--- src/rtl/mem_access_ctrl_pkg.sv ---
// Shared definitions for the load/store sequencer: funct3 codes, FSM states,
// default RAM address width and access legality helpers.
`default_nettype none

package mem_access_ctrl_pkg;

  localparam int MEM_AW_DEF = 12;

  localparam logic [2:0] F3_B  = 3'b000;
  localparam logic [2:0] F3_H  = 3'b001;
  localparam logic [2:0] F3_W  = 3'b010;
  localparam logic [2:0] F3_BU = 3'b100;
  localparam logic [2:0] F3_HU = 3'b101;

  typedef enum logic [2:0] {
    ST_IDLE = 3'd0,
    ST_RD   = 3'd1,
    ST_RDW  = 3'd2,
    ST_WR   = 3'd3,
    ST_ERR  = 3'd4,
    ST_RESP = 3'd5
  } state_t;

  // Stores have no unsigned variants, so BU/HU are only legal for loads.
  function automatic logic f3_legal(input logic we, input logic [2:0] f3);
    case (f3)
      F3_B, F3_H, F3_W: f3_legal = 1'b1;
      F3_BU, F3_HU:     f3_legal = !we;
      default:          f3_legal = 1'b0;
    endcase
  endfunction

  function automatic logic f3_misaligned(input logic [2:0] f3, input logic [1:0] off);
    case (f3)
      F3_H, F3_HU: f3_misaligned = off[0];
      F3_W:        f3_misaligned = (off != 2'b00);
      default:     f3_misaligned = 1'b0;
    endcase
  endfunction

endpackage

`default_nettype wire

--- src/rtl/mem_access_ctrl_lane_align.sv ---
// Byte-lane steering: extends load data from a RAM word and merges
// sub-word store data into a previously read RAM word.
`default_nettype none

module mem_lane_align
  import mem_access_ctrl_pkg::*;
(
  input  logic [31:0] i_word,
  input  logic [31:0] i_wdata,
  input  logic [1:0]  i_off,
  input  logic [2:0]  i_funct3,
  output logic [31:0] o_load,
  output logic [31:0] o_store
);

  logic [7:0]  w_byte;
  logic [15:0] w_half;

  always_comb begin
    w_byte = 8'h00;
    case (i_off)
      2'd0: w_byte = i_word[7:0];
      2'd1: w_byte = i_word[15:8];
      2'd2: w_byte = i_word[23:16];
      2'd3: w_byte = i_word[31:24];
      default: w_byte = 8'h00;
    endcase
    w_half = i_off[1] ? i_word[31:16] : i_word[15:0];
  end

  always_comb begin
    o_load = i_word;
    case (i_funct3)
      F3_B:    o_load = {{24{w_byte[7]}}, w_byte};
      F3_H:    o_load = {{16{w_half[15]}}, w_half};
      F3_BU:   o_load = {24'h000000, w_byte};
      F3_HU:   o_load = {16'h0000, w_half};
      default: o_load = i_word;
    endcase
  end

  always_comb begin
    o_store = i_word;
    case (i_funct3)
      F3_B: begin
        case (i_off)
          2'd0: o_store[7:0]   = i_wdata[7:0];
          2'd1: o_store[15:8]  = i_wdata[7:0];
          2'd2: o_store[23:16] = i_wdata[7:0];
          2'd3: o_store[31:24] = i_wdata[7:0];
          default: o_store = i_word;
        endcase
      end
      F3_H: begin
        if (i_off[1]) o_store[31:16] = i_wdata[15:0];
        else          o_store[15:0]  = i_wdata[15:0];
      end
      F3_W:    o_store = i_wdata;
      default: o_store = i_word;
    endcase
  end

endmodule

`default_nettype wire

--- src/rtl/mem_access_ctrl.sv ---
// Load/store sequencer between the MEM stage and a single-port word RAM,
// with read-modify-write for sub-word stores and access error detection.
`default_nettype none

module mem_access_ctrl
  import mem_access_ctrl_pkg::*;
#(
  parameter int MEM_AW = MEM_AW_DEF
) (
  input  logic        clk,
  input  logic        rst_n,
  input  logic        req_valid,
  output logic        req_ready,
  input  logic        req_we,
  input  logic [2:0]  req_funct3,
  input  logic [31:0] req_addr,
  input  logic [31:0] req_wdata,
  output logic        resp_valid,
  output logic [31:0] resp_rdata,
  output logic        resp_err,
  output logic        busy,
  output logic        mem_read_en,
  output logic        mem_write_en,
  output logic [31:0] mem_addr,
  output logic [31:0] mem_wdata,
  input  logic [31:0] mem_rdata
);

  state_t      r_state;
  state_t      w_next;
  logic        r_we;
  logic [2:0]  r_f3;
  logic [31:0] r_addr;
  logic [31:0] r_wdata;
  logic [31:0] r_word;
  logic        r_err;

  logic        w_accept;
  logic        w_err;
  logic [31:0] w_load;
  logic [31:0] w_store;

  assign w_accept = req_valid && (r_state == ST_IDLE);
  assign w_err    = !f3_legal(req_we, req_funct3)
                 || f3_misaligned(req_funct3, req_addr[1:0])
                 || ((req_addr >> MEM_AW) != 32'd0);

  mem_lane_align u_align (
    .i_word   (r_word),
    .i_wdata  (r_wdata),
    .i_off    (r_addr[1:0]),
    .i_funct3 (r_f3),
    .o_load   (w_load),
    .o_store  (w_store)
  );

  always_ff @(posedge clk or negedge rst_n) begin
    if (!rst_n) begin
      r_state <= ST_IDLE;
      r_we    <= 1'b0;
      r_f3    <= 3'b000;
      r_addr  <= 32'd0;
      r_wdata <= 32'd0;
      r_word  <= 32'd0;
      r_err   <= 1'b0;
    end else begin
      r_state <= w_next;
      if (w_accept) begin
        r_we    <= req_we;
        r_f3    <= req_funct3;
        r_addr  <= req_addr;
        r_wdata <= req_wdata;
        r_err   <= w_err;
      end
      if (r_state == ST_RDW) r_word <= mem_rdata;
    end
  end

  // Full-word stores skip the read; sub-word stores go through RD/RDW first.
  always_comb begin
    w_next       = r_state;
    req_ready    = 1'b0;
    busy         = 1'b1;
    mem_read_en  = 1'b0;
    mem_write_en = 1'b0;
    mem_wdata    = 32'd0;
    resp_valid   = 1'b0;
    resp_err     = 1'b0;
    resp_rdata   = 32'd0;
    case (r_state)
      ST_IDLE: begin
        req_ready = 1'b1;
        busy      = 1'b0;
        if (w_accept) begin
          if (w_err)                                w_next = ST_ERR;
          else if (req_we && req_funct3 == F3_W)    w_next = ST_WR;
          else                                      w_next = ST_RD;
        end
      end
      ST_RD: begin
        mem_read_en = 1'b1;
        w_next      = ST_RDW;
      end
      ST_RDW: w_next = r_we ? ST_WR : ST_RESP;
      ST_WR: begin
        mem_write_en = 1'b1;
        mem_wdata    = w_store;
        w_next       = ST_RESP;
      end
      ST_ERR: w_next = ST_RESP;
      ST_RESP: begin
        resp_valid = 1'b1;
        resp_err   = r_err;
        if (!r_we && !r_err) resp_rdata = w_load;
        w_next     = ST_IDLE;
      end
      default: begin
        busy   = 1'b0;
        w_next = ST_IDLE;
      end
    endcase
  end

  assign mem_addr = {r_addr[31:2], 2'b00};

endmodule

`default_nettype wire
--- config.mk ---
export PLATFORM = sky130hd
export DESIGN_NAME = mem_access_ctrl
export DESIGN_NICKNAME = d
export VERILOG_FILES = /design/src/rtl/mem_access_ctrl_pkg.sv /design/src/rtl/mem_access_ctrl_lane_align.sv /design/src/rtl/mem_access_ctrl.sv
export SDC_FILE = /design/constraint.sdc
export NUM_CORES = 1
export LEC_CHECK = 0
export BUFFER_PORTS_ARGS = -buffer_cell sky130_fd_sc_hd__buf_4
export CORE_UTILIZATION = 56
export DETAILED_ROUTE_END_ITERATION = 10
export HOLD_SLACK_MARGIN = 0.05
export PLACE_DENSITY = 0.95
export SYNTH_ARGS = -nofsm -noshare
export SYNTH_HDL_FRONTEND = slang
export SYNTH_HIERARCHICAL = 1
export SYNTH_SLANG_ARGS = --single-unit
--- constraint.sdc ---
create_clock -name clk -period 2.8 [get_ports clk]
set_input_delay 0.28 -clock clk [delete_from_list [all_inputs] [get_ports clk]]
set_output_delay 0.28 -clock clk [all_outputs]
set_load 0.01 [all_outputs]
==> results by group, run 1 <==
Power and ir drop
  • Worst vdd ir: 802 uV
  • Gate power share: 50.5%
  • Flop pwr share: a little over a third
  • Cell Pwr Density: about 1100 nW/um^2
  • Clk pwr share: around 14%
  • Total power draw: just over 9 mW
  • P_int: 5.29 mW
  • P_leak: 4.05 nW
  • Switch Pwr: ~3.8 mW
  • Sw Ratio: a little over two fifths

GRT
  • First-pass GRT wire length: just under 30 mm
  • Vias in the first global route: around 5300
  • Initial antenna violation count: 0
  • GRT Total Usage: about a third
  • Largest net degree at the start of global routing: 73
  • Grt ovf: 0

Clock network
  • H-tree depth: 3
  • Clock Path Buffers: 2
  • CTS root buf: clkbuf_16
  • Clock Sinks: between 100 and 150
  • Clk_lat worst skew: 360 ps
  • Clock transition at path regs: about 70 ps
  • TritonCTS clock tree: done
  • Number of buffers created by CTS: 9

Setup path
  • Worst R2R Setup Slack: between 600 and 700 ps
  • CP Max Fanout: 8
  • RR Startpoint: r_state[2]
  • Setup Crit Path Kind: reg -> out
  • WP data required: 2520 ps
  • Reg2reg path depth: 4
  • R2R Path End: r_addr[27]
  • CP Launch Type: flip-flop
  • Endpoint class of the critical path: primary output
  • Crit path DAT: 2360 ps

Timing
  • Minimum clock period: between 2000 and 3000 ps
  • Post-route setup TNS: 0 ps
  • Final setup violation count: 0
  • Slew HR: between 60% and 70%
  • Fmax: between 300 and 400 MHz
  • Final Hold Fails: 0
  • RSZ-0062 raised after global routing: no
  • Period Utilization, post-route: between 90 and 100%
  • Hold Slack: around 140 ps
  • Clock Skews: about 9.6 ps
  • Max-slew violation count: 0
  • Worst slew pin tran: about 600 ps

Final layout
  • Number of antenna diodes: 0
  • Most frequent cells in the layout: buf_4 (216), dfrtp_1 (104), mux2_1 (67), nand2_1 (59), mux2_4 (38)
  • Area delta synth->final: 24.9%
  • Layout cell share with drive strength beyond 1: between 40% and 50%
  • Nets: between 800 and 900
  • Commonest non-fill, non-tap cell in the layout: buf_4

Synthesis
  • Post-synth EDFFs: 0
  • Warnings, synthesis: 6
  • Most used DFF post-synth: dfrtp_1
  • Syn_area_per_cell: 11.0 um^2
  • Cell count after synthesis: roughly 590
  • Async S/R FF share, synth: 100%
  • Mapped Area: approximately 6400 um^2
  • Seq/Total Area, Yosys: roughly 40%
  • Yosys cell types: between 50 and 60
  • #FFs+latches synth: about 100

Detailed routing
  • First-pass detailed-route iteration total: 9
  • DRC Markers: 0
  • 1st-iter DRT viols: around 550
  • Antenna-violating nets left: 0
  • Final WL: around 19 mm
  • Routed len/inst: roughly 22 um
  • Total number of vias: about 5400
  • Vias per inst: 6.03

Hold path
  • Worst Hold End: r_wdata[14]
  • Hold Crit Class: in -> reg
  • Hold_sp: req_wdata[14]
  • Hold depth: 2

Placement
  • Global placement routability congestion: between 0.8 and 0.9
  • DP HPWL: 14.1 mm
  • PortBufs: between 200 and 250

Status
  • Status: complete, no violations

Floorplanning
  • Die ar.: 11900 um^2
  • Starting Density: between 50% and 60%
  • CORE AREA: between 10000 and 15000 um^2
  • Rows: 38
  • Die Span Y: about 110 um
  • Die W: 109 um
  • IO Pins: a little over 200

Flow run
  • MaxCap Viol Count: 0
==> layout make-up <==
class                   count  area (um^2)
clock buffers              10          239
clock inverters             6         48.8
fillers                   805         2990
inverters                  10         37.5
multi-input cells         397         3250
flip-flops and latches    104         2600
well taps                 140          175
repair buffers            220         1690
==> power groups by stage <==
stage | Clock [mW] | Sequential, mW | Combinational [mW]
final | 1.24 | 3.26 | 4.59
after global routing | 1.31 | 3.33 | 4.90
after CTS | 1.26 | 3.23 | 4.51
after detailed placement | 0 | 3.23 | 4.48
after global placement | 0 | 3.20 | 4.36
after floorplan | 0 | 2.73 | 3.71
==> registers in the layout, indices dropped and copies added, names as in the netlist <==
register	count
r_addr	32
r_state	3
r_word	32
r_wdata	32
r_f3	3
r_err	1
r_we	1
==> synthesized netlist by cell type, types with 3 or more instances <==
library cell / count / area, um^2
a21o_1: 8 / 60.1
a21oi_1: 6 / 30.0
a222oi_1: 8 / 80.1
a22o_1: 9 / 78.8
a22oi_1: 21 / 158
a32oi_1: 3 / 26.3
and2_1: 36 / 225
and3_1: 34 / 213
buf_2: 12 / 60.1
buf_4: 37 / 278
buf_6: 12 / 135
clkbuf_1: 11 / 41.3
dfrtp_1: 104 / 2600
inv_1: 9 / 33.8
mux2_1: 67 / 754
mux2_2: 17 / 191
mux2_4: 38 / 571
mux2i_1: 3 / 30.0
nand2_1: 59 / 221
nand3_1: 8 / 40.0
nand4_1: 7 / 43.8
nor2_1: 7 / 26.3
nor2b_1: 12 / 75.1
nor3_1: 6 / 30.0
nor4_1: 7 / 43.8
o21ai_0: 12 / 60.1
==> cell families (layout without fill, tap and decap cells) <==
logic type             after synthesis  in the layout  share of synthesized area (%)
DFF                                104            104                           40.4
AOI/OAI and AO/OA                   81             81                           9.83
other                                1              2                         0.0582
muxes                              125            125                           24.0
and+or+nand+nor                    189            189                           16.3
buffers and inverters               85            246                           9.42
==> stage by stage <==
stage | util, % | instance area [um^2] | std cells | setup WS [ps]
CTS | 72.8 | 8030 | 887 | 86.0
detailed placement | 70.1 | 7740 | 870 | 503
global placement | 70.1 | 7740 | 870 | 541
finish | 72.9 | 8040 | 887 | 158
floorplan | - | 6440 | 586 | 968
global route | 72.9 | 8040 | 887 | 6.17
==> per-layer routing <==
metal / vias to the layer above / global-route usage [%] / wire length (um)
li1: 2371 / - / -
met1: 2590 / 42.6 / 7680
met2: 343 / 53.5 / 9240
met3: 47 / 7.71 / 1810
met4: 0 / 13.7 / 668
met5: - / 0 / 0
==> critical path, stage by stage, from the launching register on <==
cell,delay (ps)
dfrtp_1,490
nor2b_2,90
buf_4,180
nor2_1,470
o21ai_2,230
a21o_1,220
and3_1,180
buf_4,150
==> repair_timing <==
action,CTS,global route
hold buffers,1,0
endpoints found under the setup margin,0,17
endpoints found under the hold margin,32,0
gates resized for setup,0,1
buffers inserted,0,0
==> worst max-delay path by stage <==
stage          startpoint        endpoint  slack, ps  depth (start not counted)
3_3_place_gp      r_f3[0]  resp_rdata[25]        540                          7
5_1_grt           r_f3[0]   mem_wdata[15]          6                          7
6_report          r_f3[0]   mem_wdata[19]        160                          7
4_1_cts           r_f3[0]  resp_rdata[30]         90                          7
3_5_place_dp      r_f3[0]  resp_rdata[24]        500                          7
2_1_floorplan   r_addr[0]    mem_wdata[0]        970                          6
Power figures use the tool's default switching activity.
==> run 2: changes to the inputs <==
- BUFFER_PORTS_ARGS: -buffer_cell sky130_fd_sc_hd__buf_4 -> -buffer_cell sky130_fd_sc_hd__buf_2
- PLACE_DENSITY: 0.95 -> 0.88
==> run 2 against run 1 <==
  * Fmax shrank 1.7%
  * Worst hold slack gained 0.79 ps
  * Critical endpoint is now mem_wdata[30]
  * Die area did not move
  * Sequential power fell by 2%
  * Final cell count did not move
  * Register-to-register slack improved by 240 ps
  * Via count fell by 2.0%
  * Clock skew is 0.78 ps higher
  * Critical path depth is 1 higher
  * Non-clock buffer count stayed put
  * Clock power grew 5%
==> results by group, run 2 (synthesis gave the netlist of run 1 again) <==
Detailed routing
  • Antenna-violating nets left: 0 (unchanged)
  • Final WL: 17.9 mm (was 19.4 mm)
  • Routed len/inst: 20.2 um (was 21.9 um)
  • Vias per inst: 5.91 (was 6.03)
  • Total number of vias: 5242 (was 5351)
  • DRC Markers: 0 (unchanged)
  • First-pass detailed-route iteration total: 8 (was 9)
  • 1st-iter DRT viols: 501 (was 551)

Setup path
  • CP Launch Type: flip-flop (unchanged)
  • CP Max Fanout: 20 (was 8)
  • Endpoint class of the critical path: primary output (unchanged)
  • Worst R2R Setup Slack: 930 ps (was 690 ps)
  • WP data required: 2520 ps (about the same)
  • Crit path DAT: 2410 ps (was 2360 ps)
  • Setup Crit Path Kind: reg -> out (unchanged)

Power and ir drop
  • Switch Pwr: 3.71 mW (was 3.80 mW)
  • Gate power share: 49.1% (was 50.5%)
  • Clk pwr share: 14.6% (was 13.6%)
  • Flop pwr share: 36.3% (was 35.8%)
  • P_leak: 3.96 nW (was 4.05 nW)
  • Sw Ratio: 41.9% (was 41.8%)
  • Worst vdd ir: 752 uV (was 802 uV)
  • P_int: 5.14 mW (was 5.29 mW)
  • Cell Pwr Density: 1170 nW/um^2 (was 1130 nW/um^2)

Floorplanning
  • CORE AREA: 11000 um^2 (unchanged)
  • Starting Density: 58.4% (unchanged)
  • Die ar.: 11900 um^2 (unchanged)
  • Die W: 109 um (unchanged)
  • Die Span Y: 109 um (unchanged)
  • Rows: 38 (unchanged)
  • IO Pins: 205 (unchanged)

Timing
  • Max-slew violation count: 0 (unchanged)
  • RSZ-0062 raised after global routing: no (unchanged)
  • Hold Slack: 136 ps (was 135 ps)
  • Period Utilization, post-route: 96.0% (was 94.4%)
  • Minimum clock period: 2690 ps (was 2640 ps)
  • Final setup violation count: 0 (unchanged)
  • Final Hold Fails: 0 (unchanged)
  • Post-route setup TNS: 0 ps (unchanged)
  • Worst slew pin tran: 735 ps (was 596 ps)
  • Slew HR: 51.0% (was 60.1%)
  • Clock Skews: 10.3 ps (was 9.56 ps)
  • Fmax: 372 MHz (was 379 MHz)

Clock network
  • H-tree depth: 3 (unchanged)
  • Clk_lat worst skew: 350 ps (was 360 ps)
  • Number of buffers created by CTS: 9 (unchanged)
  • Clock transition at path regs: 80 ps (was 70 ps)
  • CTS root buf: clkbuf_16 (unchanged)
  • TritonCTS clock tree: done (unchanged)
  • Clock Sinks: 104 (unchanged)
  • Setup Fix Bufs, Post-CTS: 0 (unchanged)
  • Clock Path Buffers: 2 (unchanged)

Placement
  • PortBufs: 202 (unchanged)
  • DP HPWL: 13.4 mm (was 14.1 mm)
  • Placed Instances: 870 (unchanged)
  • Global placement routability congestion: 0.930 (was 0.892)

Final layout
  • Final Util: 68.4% (was 72.9%)
  • Largest registers: r_addr x32, r_wdata x32, r_word x32 (unchanged)
  • Nets: 845 (unchanged)
  • Final Non-Filler Cells: 887 (unchanged)
  • Commonest non-fill, non-tap cell in the layout: buf_2 (was buf_4)
  • Area delta synth->final: 17.2% (was 24.9%)
  • Layout cell share with drive strength beyond 1: 41.1% (unchanged)
  • Most frequent cells in the layout: buf_2 (201), dfrtp_1 (104), mux2_1 (67), nand2_1 (59), mux2_4 (38) (was buf_4 (216), dfrtp_1 (104), mux2_1 (67), nand2_1 (59), mux2_4 (38))
  • Number of antenna diodes: 0 (unchanged)

GRT
  • Vias in the first global route: 5199 (was 5331)
  • Grt ovf: 0 (unchanged)
  • GRT Total Usage: 30.9% (was 33.1%)
  • Largest net degree at the start of global routing: 58 (was 73)
  • Initial antenna violation count: 0 (unchanged)
  • First-pass GRT wire length: 27.3 mm (was 29.1 mm)

Hold path
  • Hold Crit Class: in -> reg (unchanged)

Status
  • Status: complete, no violations (unchanged)

Flow run
  • MaxCap Viol Count: 0 (unchanged)
-- run 2: changes by cell type in the layout (fill, tap and decap cells not counted), sizes merged --
cell      delta
bufinv       +1
clkbuf       -1
clkinv       +2
clkinvlp     -1
inv          -1
-- run 2: metal layers --
layer | routed length, um | track usage, % | share of wire (%)
met1 | 7220 | 39.0 | 40
met2 | 8360 | 49.8 | 47
met3 | 1740 | 8.43 | 9.7
met4 | 580 | 13.6 | 3.2
met5 | 0 | 0 | 0
-- run 2: final cells by class --
type                    instances  area [um^2]
inverters                      10         37.5
fillers                       832         3490
multi-input cells             397         3260
repair buffers                220         1160
clock inverters                 7         78.8
clock buffers                   9          225
well taps                     140          175
flip-flops and latches        104         2600
-- run 2: power groups by stage --
stage | Clock (mW) | Combinational [mW] | Sequential, mW
after floorplan | 0 | 3.71 | 2.73
after global placement | 0 | 4.11 | 3.18
after detailed placement | 0 | 4.23 | 3.19
after CTS | 1.32 | 4.26 | 3.17
after global routing | 1.38 | 4.69 | 3.28
final | 1.30 | 4.35 | 3.21
-- run 2: per-stage QoR --
stage / worst slack, ps / cell area (um^2) / total power, mW
2_1_floorplan: 968 / 6440 / 6.44
3_3_place_gp: 557 / 7210 / 7.29
3_5_place_dp: 497 / 7210 / 7.42
4_1_cts: 112 / 7520 / 8.76
5_1_grt: 4.17 / 7540 / 9.35
6_report: 112 / 7540 / 8.86
-- run 2: worst max-delay path, stage by stage (launching register included) --
cell and delay, ps:
dfrtp_1 420, buf_4 220, nor2b_1 290, buf_4 200, mux2_2 330, a22oi_1 210, nand2_1 80, and3_1 160
buf_2 140
-- run 2: final timing paths --
| kind | from | endpoint | depth (start not counted) |
|---|---|---|---|
| setup reg to reg | r_state[2] | r_wdata[26] | 4 |
| min in group asynchronous | rst_n | r_word[1] | 2 |
| setup / recovery | r_f3[1] | mem_wdata[30] | 8 |
| max in group asynchronous | rst_n | r_addr[3] | 3 |
| hold reg to reg | r_addr[28] | r_addr[28] | 1 |
| hold / removal | req_wdata[21] | r_wdata[21] | 2 |
-- run 2: what timing repair did --
action	4_1_cts	5_1_grt
hold buffers	1	0
hold endpoints to repair	55	0
setup endpoints to repair	0	25
resized for setup	0	3
==> run 3: changes to the inputs <==
- HOLD_SLACK_MARGIN: 0.05 -> 0.15
==> run 3 against run 2 <==
  * Combinational power grew 2%
  * Fmax grew 0.21%
  * Core utilization grew 3.6 points
  * Sequential share of layout area shrank 1.7 points
  * Die area is the same
  * Critical path type unchanged
  * Critical endpoint is now mem_wdata[12]
  * Largest power group unchanged
==> results by group, run 3 (synthesis gave the netlist of run 1 again) <==
Status
  • Status: complete, no violations (unchanged)

Timing
  • Post-route setup TNS: 0 ps (unchanged)
  • Slew HR: 51.3% (was 51.0%)
  • Final setup violation count: 0 (unchanged)
  • Fmax: 373 MHz (was 372 MHz)
  • Period Utilization, post-route: 95.8% (was 96.0%)
  • Final Hold Fails: 0 (unchanged)
  • RSZ-0062 raised after global routing: no (unchanged)
  • Max-slew violation count: 0 (unchanged)
  • Minimum clock period: 2680 ps (was 2690 ps)
  • Clock Skews: 6.52 ps (was 10.3 ps)
  • Worst slew pin tran: 730 ps (was 735 ps)

Detailed routing
  • Met3 WL: 1.79 mm (was 1.74 mm)
  • Final WL: 18.8 mm (was 17.9 mm)
  • M1 WL: 7.24 mm (was 7.22 mm)
  • Vias per inst: 5.85 (was 5.91)
  • DRC Markers: 0 (unchanged)
  • 1st-iter DRT viols: 563 (was 501)
  • Detail Route met2 WL: 9.17 mm (was 8.36 mm)
  • Routed len/inst: 20.3 um (was 20.2 um)
  • Max layer used: met4 (unchanged)
  • First-pass detailed-route iteration total: 8 (unchanged)
  • Total number of vias: 5425 (was 5242)
  • Antenna-violating nets left: 0 (unchanged)

Hold path
  • Worst Hold End: r_wdata[1] (was r_wdata[21])
  • Hold depth: 2 (unchanged)
  • Hold_sp: req_wdata[1] (was req_wdata[21])
  • Hold Crit Class: in -> reg (unchanged)

Clock network
  • Setup Fix Bufs, Post-CTS: 0 (unchanged)
  • Clock transition at path regs: 70 ps (was 80 ps)
  • TritonCTS clock tree: done (unchanged)
  • Clock Sinks: 104 (unchanged)
  • H-tree depth: 3 (unchanged)
  • Clk_lat worst skew: 350 ps (about the same)
  • Clock Path Buffers: 2 (unchanged)
  • Number of buffers created by CTS: 9 (unchanged)
  • CTS root buf: clkbuf_16 (unchanged)

Power and ir drop
  • P_leak: 4.12 nW (was 3.96 nW)
  • Worst vdd ir: 777 uV (was 752 uV)
  • Gate power share: 49.4% (was 49.1%)
  • Sw Ratio: 42.0% (was 41.9%)
  • P_int: 5.18 mW (was 5.14 mW)
  • Switch Pwr: 3.75 mW (was 3.71 mW)
  • Flop pwr share: 36.1% (was 36.3%)
  • Total power draw: 8.93 mW (was 8.86 mW)
  • Cell Pwr Density: 1120 nW/um^2 (was 1170 nW/um^2)
  • Clk pwr share: 14.5% (was 14.6%)

Setup path
  • Worst R2R Setup Slack: 920 ps (was 930 ps)
  • Crit path launch: r_f3[0] (was r_f3[1])
  • CP Max Fanout: 23 (was 20)
  • RR Startpoint: r_state[2] (unchanged)
  • Setup Crit Path Kind: reg -> out (unchanged)
  • Endpoint class of the critical path: primary output (unchanged)
  • R2R Path End: r_wdata[18] (was r_wdata[26])
  • Crit path DAT: 2400 ps (was 2410 ps)
  • Reg2reg path depth: 4 (unchanged)
  • WP data required: 2520 ps (about the same)
  • CP Launch Type: flip-flop (unchanged)

GRT
  • Vias in the first global route: 5459 (was 5199)
  • Initial antenna violation count: 0 (unchanged)
  • Largest net degree at the start of global routing: 58 (unchanged)
  • First-pass GRT wire length: 28.7 mm (was 27.3 mm)
  • GRT Total Usage: 32.6% (was 30.9%)
  • Grt ovf: 0 (unchanged)

Floorplanning
  • Die Span Y: 109 um (unchanged)
  • IO Pins: 205 (unchanged)
  • Die ar.: 11900 um^2 (unchanged)
  • Rows: 38 (unchanged)
  • CORE AREA: 11000 um^2 (unchanged)
  • Die W: 109 um (unchanged)
  • Starting Density: 58.4% (unchanged)

Final layout
  • Total of fill cells in the finished design: 772 (was 832)
  • Most frequent cells in the layout: buf_2 (201), dfrtp_1 (104), mux2_1 (67), nand2_1 (59), dlygate4sd3_1 (41) (was buf_2 (201), dfrtp_1 (104), mux2_1 (67), nand2_1 (59), mux2_4 (38))
  • Area delta synth->final: 23.4% (was 17.2%)
  • Layout cell share with drive strength beyond 1: 39.0% (was 41.1%)
  • Largest registers: r_addr x32, r_wdata x32, r_word x32 (unchanged)
  • Multi-input gate area: 3260 um^2 (unchanged)
  • Register area: 2600 um^2 (unchanged)
  • Number of antenna diodes: 0 (unchanged)
  • Final Non-Filler Cells: 927 (was 887)
  • Nets: 885 (was 845)
  • Commonest non-fill, non-tap cell in the layout: buf_2 (unchanged)

Placement
  • Placed Instances: 870 (unchanged)
  • PortBufs: 202 (unchanged)
  • DP HPWL: 13.4 mm (unchanged)
  • Global placement routability congestion: 0.930 (unchanged)

Flow run
  • MaxCap Viol Count: 0 (unchanged)
run 3: through the flow:
stage               utilization, %  instance area (um^2)  worst slack [ps]  hold WS, ps
global placement              65.3                  7210               557          370
floorplan                        -                  6440               968        -15.6
finish                        72.0                  7950               118          155
detailed placement            65.3                  7210               497          377
CTS                           71.8                  7920               112          151
global route                  72.0                  7950              8.23          151
run 3: worst max-delay path: stages (launching register included):
cell and delay [ps]:
dfrtp_1 550, buf_4 350, nor4_1 110, and2_1 260, a222oi_1 400, inv_1 70, and3_1 170, buf_2 140
run 3: final cells by class:
cell class                      instances  area share (%)
Sequential cell                       104            32.8
Multi-Input combinational cell        397            41.1
Inverter                               10           0.472
Timing Repair Buffer                  260            19.7
Tap cell                              140            2.20
Clock inverter                          7           0.992
Clock buffer                            9            2.83
run 3: per-layer routing:
| metal | track usage (%) | up-vias |
|---|---|---|
| li1 | - | 2451 |
| met1 | 39.3 | 2607 |
| met2 | 54.3 | 321 |
| met3 | 8.49 | 46 |
| met4 | 15.4 | 0 |
| met5 | 0 | - |
run 3: power by group through the flow:
stage / Sequential, mW / Combinational (mW) / Clock [mW]
final: 3.22 / 4.42 / 1.29
after CTS: 3.17 / 4.31 / 1.32
after floorplan: 2.73 / 3.71 / 0
after global routing: 3.30 / 4.75 / 1.37
after global placement: 3.18 / 4.11 / 0
after detailed placement: 3.19 / 4.23 / 0
run 3: what timing repair did:
| action | in CTS | in global routing |
|---|---|---|
| endpoints found under the setup margin | 0 | 25 |
| hold buffers | 41 | 0 |
| endpoints found under the hold margin | 95 | 0 |
| gates resized for setup | 0 | 3 |
run 3: worst max-delay path by stage:
stage | depth (start not counted) | slack, ps | to
2_1_floorplan | 6 | 970 | mem_wdata[0]
3_5_place_dp | 7 | 500 | resp_rdata[31]
3_3_place_gp | 7 | 560 | resp_rdata[15]
5_1_grt | 7 | 8 | resp_rdata[31]
4_1_cts | 6 | 110 | mem_wdata[11]
6_report | 7 | 120 | mem_wdata[12]
